**src/rtl/dcache_ctrl.sv**
```systemverilog
// Direct-mapped, write-back, write-allocate data cache controller for the MEM stage.
// Lines live in flops; a miss runs an optional dirty writeback, then a refill over a req/ack bus.
module dcache_ctrl #(
  parameter int unsigned SETS  = 16,
  parameter int unsigned IDX_W = $clog2(SETS)
) (
  input  logic         clk_i,
  input  logic         rst_i,
  input  logic         cpu_req_i,
  input  logic         cpu_wr_i,
  input  logic [31:0]  cpu_addr_i,
  input  logic [31:0]  cpu_data_i,
  output logic [31:0]  cpu_data_o,
  output logic         stall_o,
  output logic         mem_enable_o,
  output logic         mem_write_o,
  output logic [31:0]  mem_addr_o,
  output logic [255:0] mem_data_o,
  input  logic [255:0] mem_data_i,
  input  logic         mem_ack_i
);
  localparam int unsigned LINE_W = 256;
  localparam int unsigned TAG_W  = 32 - 5 - IDX_W;

  typedef enum logic [1:0] {IDLE, WRITEBACK, REFILL, REFILL_DONE} state_e;

  state_e              state_q;
  logic [SETS-1:0]     valid_q;
  logic [SETS-1:0]     dirty_q;
  logic [TAG_W-1:0]    tag_q  [SETS];
  logic [LINE_W-1:0]   data_q [SETS];
  logic                mem_enable_q;
  logic                mem_write_q;
  logic [31:0]         mem_addr_q;
  logic [LINE_W-1:0]   mem_data_q;

  logic [IDX_W-1:0]    idx;
  logic [TAG_W-1:0]    tag;
  logic [7:0]          woff;
  logic                hit;
  logic                busy;
  logic                store_we;
  logic                refill_we;
  logic                victim_dirty;
  logic                addr_unused;

  assign idx          = cpu_addr_i[5 +: IDX_W];
  assign tag          = cpu_addr_i[31 -: TAG_W];
  assign woff         = {cpu_addr_i[4:2], 5'b0};
  assign addr_unused  = ^cpu_addr_i[1:0];
  assign hit          = valid_q[idx] && (tag_q[idx] == tag);
  assign busy         = (state_q == WRITEBACK) || (state_q == REFILL);
  assign stall_o      = (cpu_req_i && !hit) || busy;
  assign cpu_data_o   = cpu_req_i ? data_q[idx][woff +: 32] : 32'h0;
  // A store commits whenever the access is not stalled, including the REFILL_DONE merge.
  assign store_we     = cpu_req_i && cpu_wr_i && !stall_o;
  assign refill_we    = (state_q == REFILL) && mem_ack_i;
  assign victim_dirty = valid_q[idx] && dirty_q[idx];

  assign mem_enable_o = mem_enable_q;
  assign mem_write_o  = mem_write_q;
  assign mem_addr_o   = mem_addr_q;
  assign mem_data_o   = mem_data_q;

  // Tag and data arrays carry no reset; valid bits gate their use.
  always_ff @(posedge clk_i) begin
    if (refill_we) begin
      data_q[idx] <= mem_data_i;
      tag_q[idx]  <= tag;
    end else if (store_we) begin
      data_q[idx][woff +: 32] <= cpu_data_i;
    end
  end

  always_ff @(posedge clk_i or posedge rst_i) begin
    if (rst_i) begin
      state_q      <= IDLE;
      valid_q      <= '0;
      dirty_q      <= '0;
      mem_enable_q <= 1'b0;
      mem_write_q  <= 1'b0;
      mem_addr_q   <= 32'h0;
      mem_data_q   <= '0;
    end else begin
      if (refill_we) begin
        valid_q[idx] <= 1'b1;
        dirty_q[idx] <= 1'b0;
      end
      if (store_we) begin
        dirty_q[idx] <= 1'b1;
      end
      case (state_q)
        IDLE: begin
          if (cpu_req_i && !hit) begin
            mem_enable_q <= 1'b1;
            if (victim_dirty) begin
              state_q     <= WRITEBACK;
              mem_write_q <= 1'b1;
              mem_addr_q  <= {tag_q[idx], idx, 5'b0};
              mem_data_q  <= data_q[idx];
            end else begin
              state_q     <= REFILL;
              mem_write_q <= 1'b0;
              mem_addr_q  <= {tag, idx, 5'b0};
            end
          end
        end
        WRITEBACK: begin
          // Request stays up; it turns into the refill read of the wanted line.
          if (mem_ack_i) begin
            state_q     <= REFILL;
            mem_write_q <= 1'b0;
            mem_addr_q  <= {tag, idx, 5'b0};
          end
        end
        REFILL: begin
          if (mem_ack_i) begin
            state_q      <= REFILL_DONE;
            mem_enable_q <= 1'b0;
          end
        end
        REFILL_DONE: state_q <= IDLE;
        default:     state_q <= IDLE;
      endcase
    end
  end
endmodule
```
**config.mk**
```make
export PLATFORM = sky130hd
export DESIGN_NAME = dcache_ctrl
export DESIGN_NICKNAME = d
export VERILOG_FILES = /design/src/rtl/dcache_ctrl.sv
export SDC_FILE = /design/constraint.sdc
export NUM_CORES = 2
export LEC_CHECK = 0
export CAP_MARGIN = 10
export CORE_MARGIN = 3
export CORE_UTILIZATION = 30
export CTS_BUF_LIST = sky130_fd_sc_hd__clkbuf_16
export CTS_CLUSTER_DIAMETER = 50
export DETAILED_ROUTE_END_ITERATION = 10
export GPL_TIMING_DRIVEN = 0
export PLACE_DENSITY = 0.55
export SYNTH_ARGS = -nofsm -noshare
export SYNTH_HDL_FRONTEND = slang
export SYNTH_MEMORY_MAX_BITS = 65536
export SYNTH_SLANG_ARGS = --single-unit
```
**constraint.sdc**
```tcl
create_clock -name clk_i -period 14.2 [get_ports clk_i]
set_input_delay 2.13 -clock clk_i [delete_from_list [all_inputs] [get_ports clk_i]]
set_output_delay 2.13 -clock clk_i [all_outputs]
set_load 0.05 [all_outputs]
```
Word level (Yosys, flattened, before mapping)
Memory sizes are Yosys's and may differ from the RTL's.
Cells that the tools add are included.
- flip-flop bits (word level): 324
- bits in writable memories: 4464
- input bits: 325
- output and inout bits: 323
- memories: 2
- memories (memory ; depth ; bits a word ; rd ports ; clocked after Yosys merged registers in ; write ports ; line ; text):
    data_q ; 16 ; 256 ; 1 ; 0 ; 1 ; 31 ; logic [LINE_W-1:0] data_q [SETS];
    tag_q ; 16 ; 23 ; 1 ; 0 ; 1 ; 30 ; logic [TAG_W-1:0] tag_q [SETS];
- add/sub/neg operators: 1
- $lt $le $gt $ge: 2
- equality and inequality tests: 7
- shift-type cells: 3
- muxes and demuxes: 285
- bitwise operators: 260
- reduce and logical (&&, ||, !) cells: 18
- operators by type and width (kind ; number):
    $mux W1 ; 267
    $mux W256 ; 1
    $or A1 B1 Y1 ; 256
    $shift A32 B10 Y256 const A ; 1
    $shiftx A256 B9 Y32 ; 1
    $shiftx A32 B10 Y256 ; 1
    $mux W32 ; 4
    $pmux W32 S2 ; 1
    $mux W16 ; 2
    $or A16 B16 Y16 ; 2
    $eq A23 B23 Y1 ; 1
    $and A16 B16 Y16 ; 1
    $not A16 Y16 ; 1
    $reduce_and A3 Y1 ; 4
    $neg A8 Y10 ; 1
    $bmux W1 S4 ; 2
    $mux W2 ; 4
    $pmux W2 S4 ; 1
    $logic_and A1 B1 Y1 ; 7
    $ne A2 B2 Y1 const B ; 3
    $lt A4 B5 Y1 const B ; 1
    $demux W1 S4 ; 1
    $eq A2 B2 Y1 const B ; 2
    $ge A4 B1 Y1 const B ; 1
    6 further kinds ; 10

Logic depth before layout (Yosys ltp)
- depth in word-level cells: 12
- gate-level depth with buffers: 18
- mapped depth without buffers: 10

Worst setup path before layout
OpenSTA, ideal clock, no wires.
- kind: input-to-output
- from: input port cpu_addr_i[5]
- to: output port cpu_data_o[22]
- arrival: 6.015 ns
- slack: 6.055 ns
- cell stages on the path: 13
- path buffers: 8
- cell sequence: buf_4 -> buf_6 -> buf_6 -> buf_6 -> buf_2 -> clkbuf_1 -> clkbuf_1 -> buf_1 -> mux4_2 -> mux4_2 -> mux4_2 -> nand2_1 -> a21boi_0
- longest elaborated chain between the ends: 3
- RTL lines (item ; line ; text):
    from (decl) ; 11 ; input logic [31:0] cpu_addr_i,
    $mem_v2 Z16 W256 ; - ;
    $shiftx A256 B9 Y32 ; 54 ; assign cpu_data_o = cpu_req_i ? data_q[idx][woff +: 32] : 32'h0;
    $mux W32 ; 54 ;
    to (decl) ; 13 ; output logic [31:0] cpu_data_o,
Every way passes these cells.

Final worst setup path
- from: input port cpu_addr_i[6]
- to: output port cpu_data_o[27]
Same word-level chain as after synthesis.

==> flow_metrics.py <==
metrics = {
    "outcome": {
        "run_status": "complete, but fails checks",
        "violations": "capacitance limit, slew limit",
    },
    "detailed_routing": {
        "drc": 0,
        "dr_total_vias": 102000,
        "routed_wl_microns": 735000,
        "postRouteAntennaNets": 0,
        "route.detailed.wl_per_inst_microns": 39.4,
        "viasPerCell": 5.46,
        "dr.pass1.iters": 6,
        "drt_first_iter_violations": 15600,
    },
    "pwr": {
        "total_leakage_power_nw": 73.9,
        "power_density_nw_per_um2": 139,
        "ir_worst_vdd_v": 0.000126,
    },
    "worst_setup_path": {
        "crit_slowest_cell": "clkdlybuf4s50_1",
        "critical_path.most_common_cell": "buf_2",
        "timing.critical_path.from_type": "input pin",
        "peak_fanout_along_the_critical_path": 10,
        "end_kind": "output pin",
        "timing.critical_path.cells": "clkdlybuf4s50_1 > buf_2 > buf_2 > buf_2 > buf_2 > buf_2 > clkbuf_1 > buf_8 > clkbuf_2 > buf_12 > clkbuf_1 > mux4_2 > mux4_2 > mux4_2 > nand2_1 > a21boi_1 > clkdlybuf4s50_1",
        "cp_data_arrival_time_ns": 10.71,
        "critical_setup_path_class": "input pin to output pin",
        "critical_path_required_ns": 12.07,
        "worst_path_largest_cell_delay_ns": 1.00,
    },
    "cts": {
        "clk_root_buffer_cell": "clkbuf_16",
        "worst_skew_late_latency_ns": 1.10,
        "ctsLongestPathBuffers": 4,
        "htreeDepth": 5,
        "cts_tree": "done",
        "cts-hold-fix-buffers": 0,
        "cts_buffers": 481,
        "path_clk_slew_ns": 0.06,
        "clock-sinks": 4783,
        "post_cts_buffers": 0,
        "cts_resized": 0,
    },
    "timing": {
        "rsz_0062_raised_after_global_routing": "no",
        "fmaxAchievable_mhz": 77.9,
        "final-max-slew-violation-count": 6,
        "setup_violations": 0,
        "period_share_pct": 90.4,
        "hold_violations": 0,
        "fin_worst_skew_ns": 0.149,
        "fin_worst_hold_slack_ns": 0.469,
        "maxSlewHeadroom_pct": -7.26,
        "final_period_minus_worst_setup_slack_ns": 12.84,
        "worst_slew_pin_slew_ns": 1.61,
    },
    "layout": {
        "post-route-util_pct": 37.0,
        "multiInputGateArea_sq_um": 44900,
        "num-fill-cells": 55700,
        "post_route_cells_drive_above_1_share_pct": 33.2,
        "nets": 10000,
        "highest_count_cells_in_the_layout_ignoring_fill_and_taps": "edfxtp_1 (4464), mux4_2 (1412), clkdlybuf4s50_1 (608)",
        "area_growth_syn_to_layout_pct": 22.4,
        "layout_commonest_cell": "edfxtp_1",
        "flip_flop_and_latch_area_sq_um": 142000,
    },
    "logic_synthesis": {
        "synth-edff-count": 4464,
        "synthArstFlopShare_pct": 6.67,
        "synthDominantAreaCellType": "edfxtp_1",
        "netlist.area_leader.share_pct": 71.4,
        "yosysUniqueCellTypes": 71,
        "post_synth.cell_area_avg_sq_um": 22.9,
        "synth_warnings": 0,
        "syn-instance-count": 8217,
        "synth_ff_type": "edfxtp_1",
        "yosys_register_bits": 4783,
        "synth_seq_area_share_pct": 75.6,
        "synth.area.top_cells": "edfxtp_1 (71%), mux4_2 (17%), dfrtp_1 (4.3%)",
        "netlist_area_sq_um": 188000,
    },
    "global_routing": {
        "grt_antenna_before_repair": 239,
        "grt_pass1_wl_microns": 948000,
        "via_count_of_the_first_global_routing_pass": 97900,
        "grt_max_degree": 109,
        "overflow_after_grt": 0,
        "track_usage_pct": 22.5,
    },
    "place": {
        "detailedPlacementHpwl_microns": 550000,
        "port_buffers": 637,
        "gp_routability_congestion": 0.930,
    },
    "die": {
        "row_count": 289,
        "chipHeight_microns": 797,
        "start_util_pct": 30.2,
        "ios": 648,
        "fp.dieArea_sq_um": 636000,
        "die_width_microns": 797,
        "fp.coreArea_sq_um": 622000,
    },
    "worst_hold_path": {
        "holdCritPathClass": "register to register",
    },
    "job": {
        "drv.max_cap_violation_count": 1,
    },
}
layout make-up:
class	instances	area share, %
diodes	227	0.247
plain buffers	496	0.962
clock buffers	483	5.26
clock inverters	427	1.76
inverters	62	0.105
multi-input cells	2880	19.5
flip-flops and latches	4783	61.8
well taps	8293	4.51
repair buffers	989	5.82
cell usage after synthesis, drive strengths merged (2+ instances only):
| cell | n |
|---|---|
| ha | 9 |
| mux2 | 497 |
| o22ai | 8 |
| or2 | 18 |
| or4 | 2 |
| nor2b | 10 |
| inv | 61 |
| xnor2 | 13 |
| o2111ai | 3 |
| a21oi | 117 |
| and3 | 34 |
| nand4 | 3 |
| nand2 | 184 |
| nor4 | 7 |
| nor3b | 5 |
| or3 | 7 |
| nand3 | 14 |
| a221oi | 14 |
| o21ai | 83 |
| o221ai | 4 |
| a31oi | 3 |
| a221o | 2 |
| nand2b | 39 |
| a21boi | 34 |
| a311oi | 2 |
| and2 | 68 |
| dfrtp | 319 |
| clkbuf | 310 |
| a22o | 2 |
| xor2 | 8 |
| nor2 | 68 |
| mux2i | 134 |
| nand3b | 7 |
| a22oi | 29 |
| a32o | 2 |
| nor3 | 10 |
| o211ai | 4 |
| buf | 186 |
| mux4 | 1412 |
| a211oi | 5 |
| edfxtp | 4464 |
layer usage:
metal | track usage [%] | vias up | part of all wire [%]
met5 | 0.0675 | - | 0.074
met4 | 14.3 | 80 | 7.1
met3 | 8.78 | 1481 | 13
met2 | 34.1 | 7381 | 45
met1 | 26.8 | 54800 | 34
li1 | - | 38000 | -
stage by stage:
stage	setup TNS, ns	area [sq um]	setup WS (ns)	std cells	power (mW)
final	0	230000	1.36	18600	32.0
after global routing	0	230000	1.41	18500	32.7
after floorplan	0	188000	3.24	8221	17.5
after global placement	-929.41	205000	-2.64	17200	19.0
after detailed placement	0	213000	1.64	17500	19.3
after CTS	0	229000	1.63	18400	32.0
sequential cells by signal (all words and copies together), names as in the netlist, named ones only:
name	cells
tag_q	368
mem_write_o	1
valid_q	16
data_q	4096
state_q	2
mem_addr_o	27
mem_data_o	256
mem_enable_o	1
worst max-delay path: cells and delay by family:
family | cells | cell delay [ns]
muxes | 3 | 1.19
buffers and inverters | 12 | 6.22
and+or+nand+nor | 1 | 0.08
AOI/OAI and AO/OA | 1 | 0.98
final timing paths:
kind / startpoint / end / slack, ns / cells after the start
setup / recovery: cpu_addr_i[6] / cpu_data_o[27] / 1.36 / 17
hold / removal: valid_q[4] / valid_q[4] / 0.47 / 1
setup reg to reg: tag_q[14][0] / data_q[7][109] / 7.65 / 13
hold reg to reg: valid_q[4] / valid_q[4] / 0.47 / 1
max in group asynchronous: rst_i / mem_addr_o[5] / 11.16 / 4
min in group asynchronous: rst_i / mem_data_o[87] / 1.43 / 2
cells by family after synthesis:
| logic type | after synthesis | synth area share, % |
|---|---|---|
| and+or+nand+nor | 477 | 1.26 |
| muxes | 2043 | 20.6 |
| DFF | 4783 | 75.6 |
| AOI/OAI and AO/OA | 325 | 1.07 |
| adders and majority gates | 9 | 0.0600 |
| other | 1 | 0.00200 |
| xor gates and xnor gates | 21 | 0.0979 |
| buffers and inverters | 558 | 1.25 |
where the power goes:
part | internal, mW | switching (mW)
combinational | 1.03 | 2.22
sequential | 15.7 | 0.0840
clock | 7.23 | 5.72
total | 24.0 | 8.03
Power figures use the tool's default switching activity.
